File: config.mk
export PLATFORM = sky130hd
export DESIGN_NAME = router_ingress_fifo_flat
export DESIGN_NICKNAME = d
export VERILOG_FILES = /design/src/rtl/router_ingress_fifo_if.sv /design/src/rtl/router_ingress_fifo.sv /design/src/flat_wrapper.sv
export SDC_FILE = /design/constraint.sdc
export NUM_CORES = 1
export LEC_CHECK = 0
export ABC_AREA = 1
export CORE_UTILIZATION = 48
export CTS_BUF_LIST = sky130_fd_sc_hd__clkbuf_4
export DETAILED_ROUTE_END_ITERATION = 10
export GPL_ROUTABILITY_DRIVEN = 1
export PLACE_DENSITY_LB_ADDON = 0.25
export SLEW_MARGIN = 10
export SYNTH_ARGS = -nofsm -noshare
export SYNTH_HDL_FRONTEND = slang
export SYNTH_SLANG_ARGS = --single-unit
File: constraint.sdc
create_clock -name clk -period 3.45 [get_ports clk]
set_clock_uncertainty 0.15 [all_clocks]
set_input_delay 1.035 -clock clk [delete_from_list [all_inputs] [get_ports clk]]
set_output_delay 1.035 -clock clk [all_outputs]
set_load 0.01 [all_outputs]
File: src/rtl/router_ingress_fifo_if.sv
// Ingress FIFO bundle: upstream push side and
// router-facing head/status side.
interface router_ingress_fifo_if #(
  parameter int DATA_WIDTH = 32,
  parameter int DEPTH      = 4
);
  localparam int CW = $clog2(DEPTH) + 1;

  logic [DATA_WIDTH-1:0] in_data;
  logic [1:0]            in_addr;
  logic                  in_valid;
  logic                  in_ready;
  logic [3:0]            dest_ready;
  logic [DATA_WIDTH-1:0] din;
  logic [1:0]            addr;
  logic                  din_en;
  logic [CW-1:0]         count;
  logic                  full;
  logic                  empty;
  logic [15:0]           stall_cnt;

  modport master (
    output in_data, in_addr, in_valid, dest_ready,
    input  in_ready, din, addr, din_en,
    input  count, full, empty, stall_cnt
  );

  modport slave (
    input  in_data, in_addr, in_valid, dest_ready,
    output in_ready, din, addr, din_en,
    output count, full, empty, stall_cnt
  );
endinterface

File: src/rtl/router_ingress_fifo.sv
// In-order ingress buffer ahead of the 4-way router;
// head is offered only when its destination is ready.
module router_ingress_fifo #(
  parameter int DATA_WIDTH = 32,
  parameter int DEPTH      = 4
) (
  input logic                 clk,
  input logic                 resetn,
  router_ingress_fifo_if.slave bus
);
  localparam int AW = $clog2(DEPTH);
  localparam int CW = AW + 1;

  logic [DATA_WIDTH-1:0] mem_data [DEPTH];
  logic [1:0]            mem_addr [DEPTH];

  logic [AW-1:0] wr_ptr;
  logic [AW-1:0] rd_ptr;
  logic [CW-1:0] cnt;
  logic [15:0]   stall;

  logic       full;
  logic       empty;
  logic       push;
  logic       pop;
  logic [1:0] hd_addr;

  assign full    = (cnt == CW'(DEPTH));
  assign empty   = (cnt == '0);
  assign hd_addr = empty ? 2'd0 : mem_addr[rd_ptr];
  assign pop     = !empty && bus.dest_ready[hd_addr];
  assign push    = bus.in_valid && !full;

  assign bus.in_ready  = !full;
  assign bus.full      = full;
  assign bus.empty     = empty;
  assign bus.count     = cnt;
  assign bus.din_en    = pop;
  assign bus.addr      = hd_addr;
  assign bus.din       = empty ? '0 : mem_data[rd_ptr];
  assign bus.stall_cnt = stall;

  // Storage array, written on accepted pushes only
  always_ff @(posedge clk) begin
    if (push) begin
      mem_data[wr_ptr] <= bus.in_data;
      mem_addr[wr_ptr] <= bus.in_addr;
    end
  end

  // Pointers and occupancy
  always_ff @(posedge clk or negedge resetn) begin
    if (!resetn) begin
      wr_ptr <= '0;
      rd_ptr <= '0;
      cnt    <= '0;
    end else begin
      if (push)
        wr_ptr <= wr_ptr + AW'(1);
      if (pop)
        rd_ptr <= rd_ptr + AW'(1);
      unique case ({push, pop})
        2'b10:   cnt <= cnt + CW'(1);
        2'b01:   cnt <= cnt - CW'(1);
        default: cnt <= cnt;
      endcase
    end
  end

  // Saturating head-of-line stall counter
  always_ff @(posedge clk or negedge resetn) begin
    if (!resetn)
      stall <= '0;
    else if (!empty && !pop && stall != 16'hFFFF)
      stall <= stall + 16'd1;
  end
endmodule

File: src/flat_wrapper.sv
// flat-port wrapper written by rule: the top's interface ports become plain ports
module router_ingress_fifo_flat 
#(
  parameter int DATA_WIDTH = 32,
  parameter int DEPTH      = 4
)
  (clk, resetn, bus_in_data, bus_in_addr, bus_in_valid, bus_dest_ready, bus_in_ready, bus_din, bus_addr, bus_din_en, bus_count, bus_full, bus_empty, bus_stall_cnt);
  router_ingress_fifo_if #(.DATA_WIDTH(DATA_WIDTH), .DEPTH(DEPTH)) bus_i ();
  input logic clk;
  input logic resetn;
  input wire logic [$bits(bus_i.in_data)-1:0] bus_in_data;
  input wire logic [$bits(bus_i.in_addr)-1:0] bus_in_addr;
  input wire logic [$bits(bus_i.in_valid)-1:0] bus_in_valid;
  input wire logic [$bits(bus_i.dest_ready)-1:0] bus_dest_ready;
  output wire logic [$bits(bus_i.in_ready)-1:0] bus_in_ready;
  output wire logic [$bits(bus_i.din)-1:0] bus_din;
  output wire logic [$bits(bus_i.addr)-1:0] bus_addr;
  output wire logic [$bits(bus_i.din_en)-1:0] bus_din_en;
  output wire logic [$bits(bus_i.count)-1:0] bus_count;
  output wire logic [$bits(bus_i.full)-1:0] bus_full;
  output wire logic [$bits(bus_i.empty)-1:0] bus_empty;
  output wire logic [$bits(bus_i.stall_cnt)-1:0] bus_stall_cnt;
  assign bus_i.in_data = bus_in_data;
  assign bus_i.in_addr = bus_in_addr;
  assign bus_i.in_valid = bus_in_valid;
  assign bus_i.dest_ready = bus_dest_ready;
  assign bus_in_ready = bus_i.in_ready;
  assign bus_din = bus_i.din;
  assign bus_addr = bus_i.addr;
  assign bus_din_en = bus_i.din_en;
  assign bus_count = bus_i.count;
  assign bus_full = bus_i.full;
  assign bus_empty = bus_i.empty;
  assign bus_stall_cnt = bus_i.stall_cnt;
  router_ingress_fifo #(.DATA_WIDTH(DATA_WIDTH), .DEPTH(DEPTH)) u_core (.clk(clk), .resetn(resetn), .bus(bus_i));
endmodule
==> flow_results.org <==
** STA
- Setup repair after global routing left no endpoint under its margin.
- Headroom to the max-slew limit came out at 72.6%.
- Setup violations remaining at the end of the flow were counted as 0.
- After layout, the worst path uses slightly below 100% of the clock period.
- The number of hold violations in the final report came to 0.
- The tightest hold path in the finished design has a slack of between 0.4 and 0.5 ns.
- Fin crit period :: 3.33 ns
- For the final routed database, the setup TNS stands at 0 ns.
- Based on the critical path, the design can be clocked at up to 300 MHz.
- At the pin with the least slew margin, the transition time is 0.409 ns.
- The final number of max-transition violations is 0.

** Pwr
- In this run the power spent charging and discharging nets is 2.75 mW.
- Portion of total power attributed to the clock network :: 14.9%
- In this run, flip-flops and latches consume 36.7% of the power.
- Areal power density over the cells :: between 800 and 900 nW/um^2
- Switching part of the total :: a little under two fifths
- Across the VDD grid, the largest voltage drop is 0.000399 V.
- Combinational logic is responsible for 48.4% of the overall power.
- In this run the static leakage power is 3.30 nW.
- Cell internal pwr :: approximately 4.5 mW

** Synth
- A synthesized cell averages 11.3 sq um.
- The synthesized netlist contains 29 unique library cells.
- Netlist Area Pre-Place :: 6770 sq um
- Synth Instances :: 598
- After synthesis, the largest area contributor takes up 60.4% of total cell area.
- Number of synthesis warnings :: 0
- Net count after synthesis :: 646
- The synthesized design spends more area on one cell type than any other, namely sky130_fd_sc_hd__edfxtp_1.
- Most area-consuming cells after synthesis :: sky130_fd_sc_hd__edfxtp_1, sky130_fd_sc_hd__dfrtp_1, sky130_fd_sc_hd__nor2_1
- In this run, synthesis produced a sequential element count of 159.
- Sequential cell area fraction in the yosys report :: 68.9%

** Route
- The final layout contains routed wiring with a total length of 14.9 mm.
- Once detail routing completed, the nets flagged for antenna violations numbered 0.
- Dividing the detail-routed wire length by the instance count gives 16.5 microns.
- Total DRC errors in the routed layout :: 0
- Detailed routing inserted a total of 4788 vias.
- Vias per cell :: 5.30
- For this run, the detailed router's first-pass iteration total came to 5.
- Number of violations reported at the end of detailed-routing iteration 0 :: about 360

** Setup path
- Number of cells on the worst reg-to-reg path :: 18
- Required time worst endpoint :: 2.26 ns
- The worst register-to-register path ends at u_core.bus.count[2].
- Worst Setup Path Type :: flop to output pin
- Launching point of the worst reg2reg path :: u_core.rd_ptr[0]
- Crit-path max FO :: 19
- Startpoint type of the worst setup path :: flop
- STA classifies the critical path endpoint as an output pin.
- Data arrival at the endpoint of the critical path :: between 2 and 2.5 ns
- The worst register-to-register path has a setup slack of approximately 0.60 ns.

** Placement
- The congestion estimate from routability-driven global placement came to 0.803.
- Final HPWL DP :: 8.86 mm
- Port buffering added slightly below 100 buffers.

** Global route
- Wire length of the first global-routing pass :: 23.2 mm
- The number of global-route vias before repair was about 4600.
- The number of antenna violations at the first check in global routing was 0.
- After global routing the overflow that remains totals 0.
- Entering global routing, the biggest net connects 37 pins.
- Tot GR Track Use :: between 20% and 30%

** CTS
- No sink is reached through more buffers than the 2 on the longest clock path.
- Clock root cell :: sky130_fd_sc_hd__clkbuf_4
- After clock tree synthesis, the clock-pin slew on the worst setup and hold paths is 0.12 ns.
- TritonCTS built the clock tree.
- Clock tree synthesis inserted a total of 17 buffers.
- The tree built by TritonCTS fans out to 159 sinks.
- Hold buffer count at CTS :: 0
- Clock insertion delay at the later pin of the skew report :: 0.55 ns
- Number of H-tree branching levels :: 4

** Floorplanning
- Count of pins on the block boundary :: 98
- In this run the vertical extent of the chip is roughly 120 microns.
- Core region area :: 13800 sq um
- For this configuration, the core starts out at a cell density of about 50%.
- The die covers 14600 sq um.
- Site row count :: 43
- Die span in x :: 121 microns

** Status
- The flow ran to the end, and the final reports show no timing, DRC or antenna violations.

** Final layout
- In the layout the commonest cells are sky130_fd_sc_hd__nor2_1, sky130_fd_sc_hd__edfxtp_1, sky130_fd_sc_hd__nand2_1.
- Of the cells placed in the final design, the portion with a size suffix greater than 1 is 12.2%.
- In the final design database the tool counted 758 nets.
- Number of fillers in the final layout :: 1091
- Inserted Diodes :: 0
- Area added between synthesis and finish :: 25.7%
- Most common cell after layout, fill and taps aside :: sky130_fd_sc_hd__nor2_1

** Worst hold path
- Worst hold start :: u_core.bus.count[0]
- Along the worst hold path, the cell count comes to 1.
- The min-delay analysis places its worst path in the category flop to flop.
- For hold timing, the worst endpoint is u_core.bus.count[0].

** Flow run
- Across the run, the number of max-cap violations was 0.
==> worst max-delay path, stage by stage, from the launching register on <==
cell,delay [ns]
sky130_fd_sc_hd__dfrtp_4,0.51
sky130_fd_sc_hd__buf_4,0.18
sky130_fd_sc_hd__inv_8,0.10
sky130_fd_sc_hd__buf_6,0.18
sky130_fd_sc_hd__o21ai_0,0.14
sky130_fd_sc_hd__a21oi_1,0.21
sky130_fd_sc_hd__clkdlybuf4s15_1,0.27
==> through the flow <==
step / area, sq um / total power [mW] / worst slack [ns] / utilization, % / instances
after floorplan: 6770 / 4.58 / 0.221 / - / 598
after global placement: 8050 / 6.01 / -0.189 / 58.2 / 863
after detailed placement: 8050 / 6.10 / -0.207 / 58.2 / 863
after CTS: 8470 / 7.23 / -0.138 / 61.2 / 902
after global routing: 8500 / 7.68 / 0.000282 / 61.5 / 903
final: 8500 / 7.21 / 0.118 / 61.5 / 903
==> worst max path at each step <==
stage,from,to,cells past startpoint
floorplan,bus_in_valid,u_core.mem_addr[0][0],2
global placement,bus_dest_ready[3],bus_din_en,8
detailed placement,bus_dest_ready[3],bus_din_en,8
CTS,u_core.rd_ptr[0],bus_din[29],6
global route,u_core.rd_ptr[0],bus_din[20],7
finish,u_core.rd_ptr[0],bus_din[13],6
==> flip-flops by register name, summed over array words and instances (netlist names) <==
register and flops:
u_core.wr_ptr 2, u_core.mem_data 128, u_core.bus.count 3, u_core.bus.stall_cnt 16, u_core.rd_ptr 2, u_core.mem_addr 8
==> power groups by stage <==
stage	sequential [mW]	combinational, mW	clock [mW]
6_report	2.65	3.49	1.07
5_1_grt	2.68	3.83	1.17
4_1_cts	2.65	3.48	1.11
3_5_place_dp	2.70	3.40	0
3_3_place_gp	2.68	3.33	0
2_1_floorplan	2.68	1.90	0
==> routing by layer <==
layer  share of wire [%]  wire [microns]  up-vias  global-route usage (%)
li1                    -               -     2287                       -
met4                 1.7             258        0                    7.72
met3                 6.5             975       28                    5.90
met1                  42            6260     2315                    26.5
met5                   0               0        -                       0
met2                  50            7440      158                    36.0
==> cells in the mapped netlist (all sizes together) <==
cell type	number
buf	16
xor2	7
nor3	1
nand2	76
nand3b	1
nand3	13
ha	6
inv	28
fa	1
nor2	145
xnor2	8
clkbuf	15
o21ai	68
edfxtp	136
a21oi	34
dfrtp	23
nand4	20
==> layout make-up <==
class	instances	area [sq um]	area share, %
Inverter	28	118	1.38
Multi-Input combinational cell	380	1890	22.2
Clock buffer	24	180	2.12
Timing Repair inverter	1	6.26	0.0736
Clock inverter	8	95.1	1.12
Timing Repair Buffer	123	1330	15.6
Sequential cell	159	4660	54.9
Tap cell	180	225	2.65
==> what timing repair did <==
item,CTS,global route
endpoints found under the setup margin,36,15
cloned,4,1
resized for setup,43,22
pin swaps,1,5
buffers inserted,3,0
==> kinds of logic (layout without fill, tap and decap cells) <==
| logic type | after synthesis | after routing | share of synthesized area [%] |
|---|---|---|---|
| xor+xnor | 15 | 15 | 1.94 |
| simple gates | 256 | 256 | 16.3 |
| flops | 159 | 159 | 68.9 |
| compound gates | 102 | 102 | 7.55 |
| buf+inv | 59 | 184 | 3.98 |
| fa+ha+maj | 7 | 7 | 1.41 |
Power figures use the tool's default switching activity.
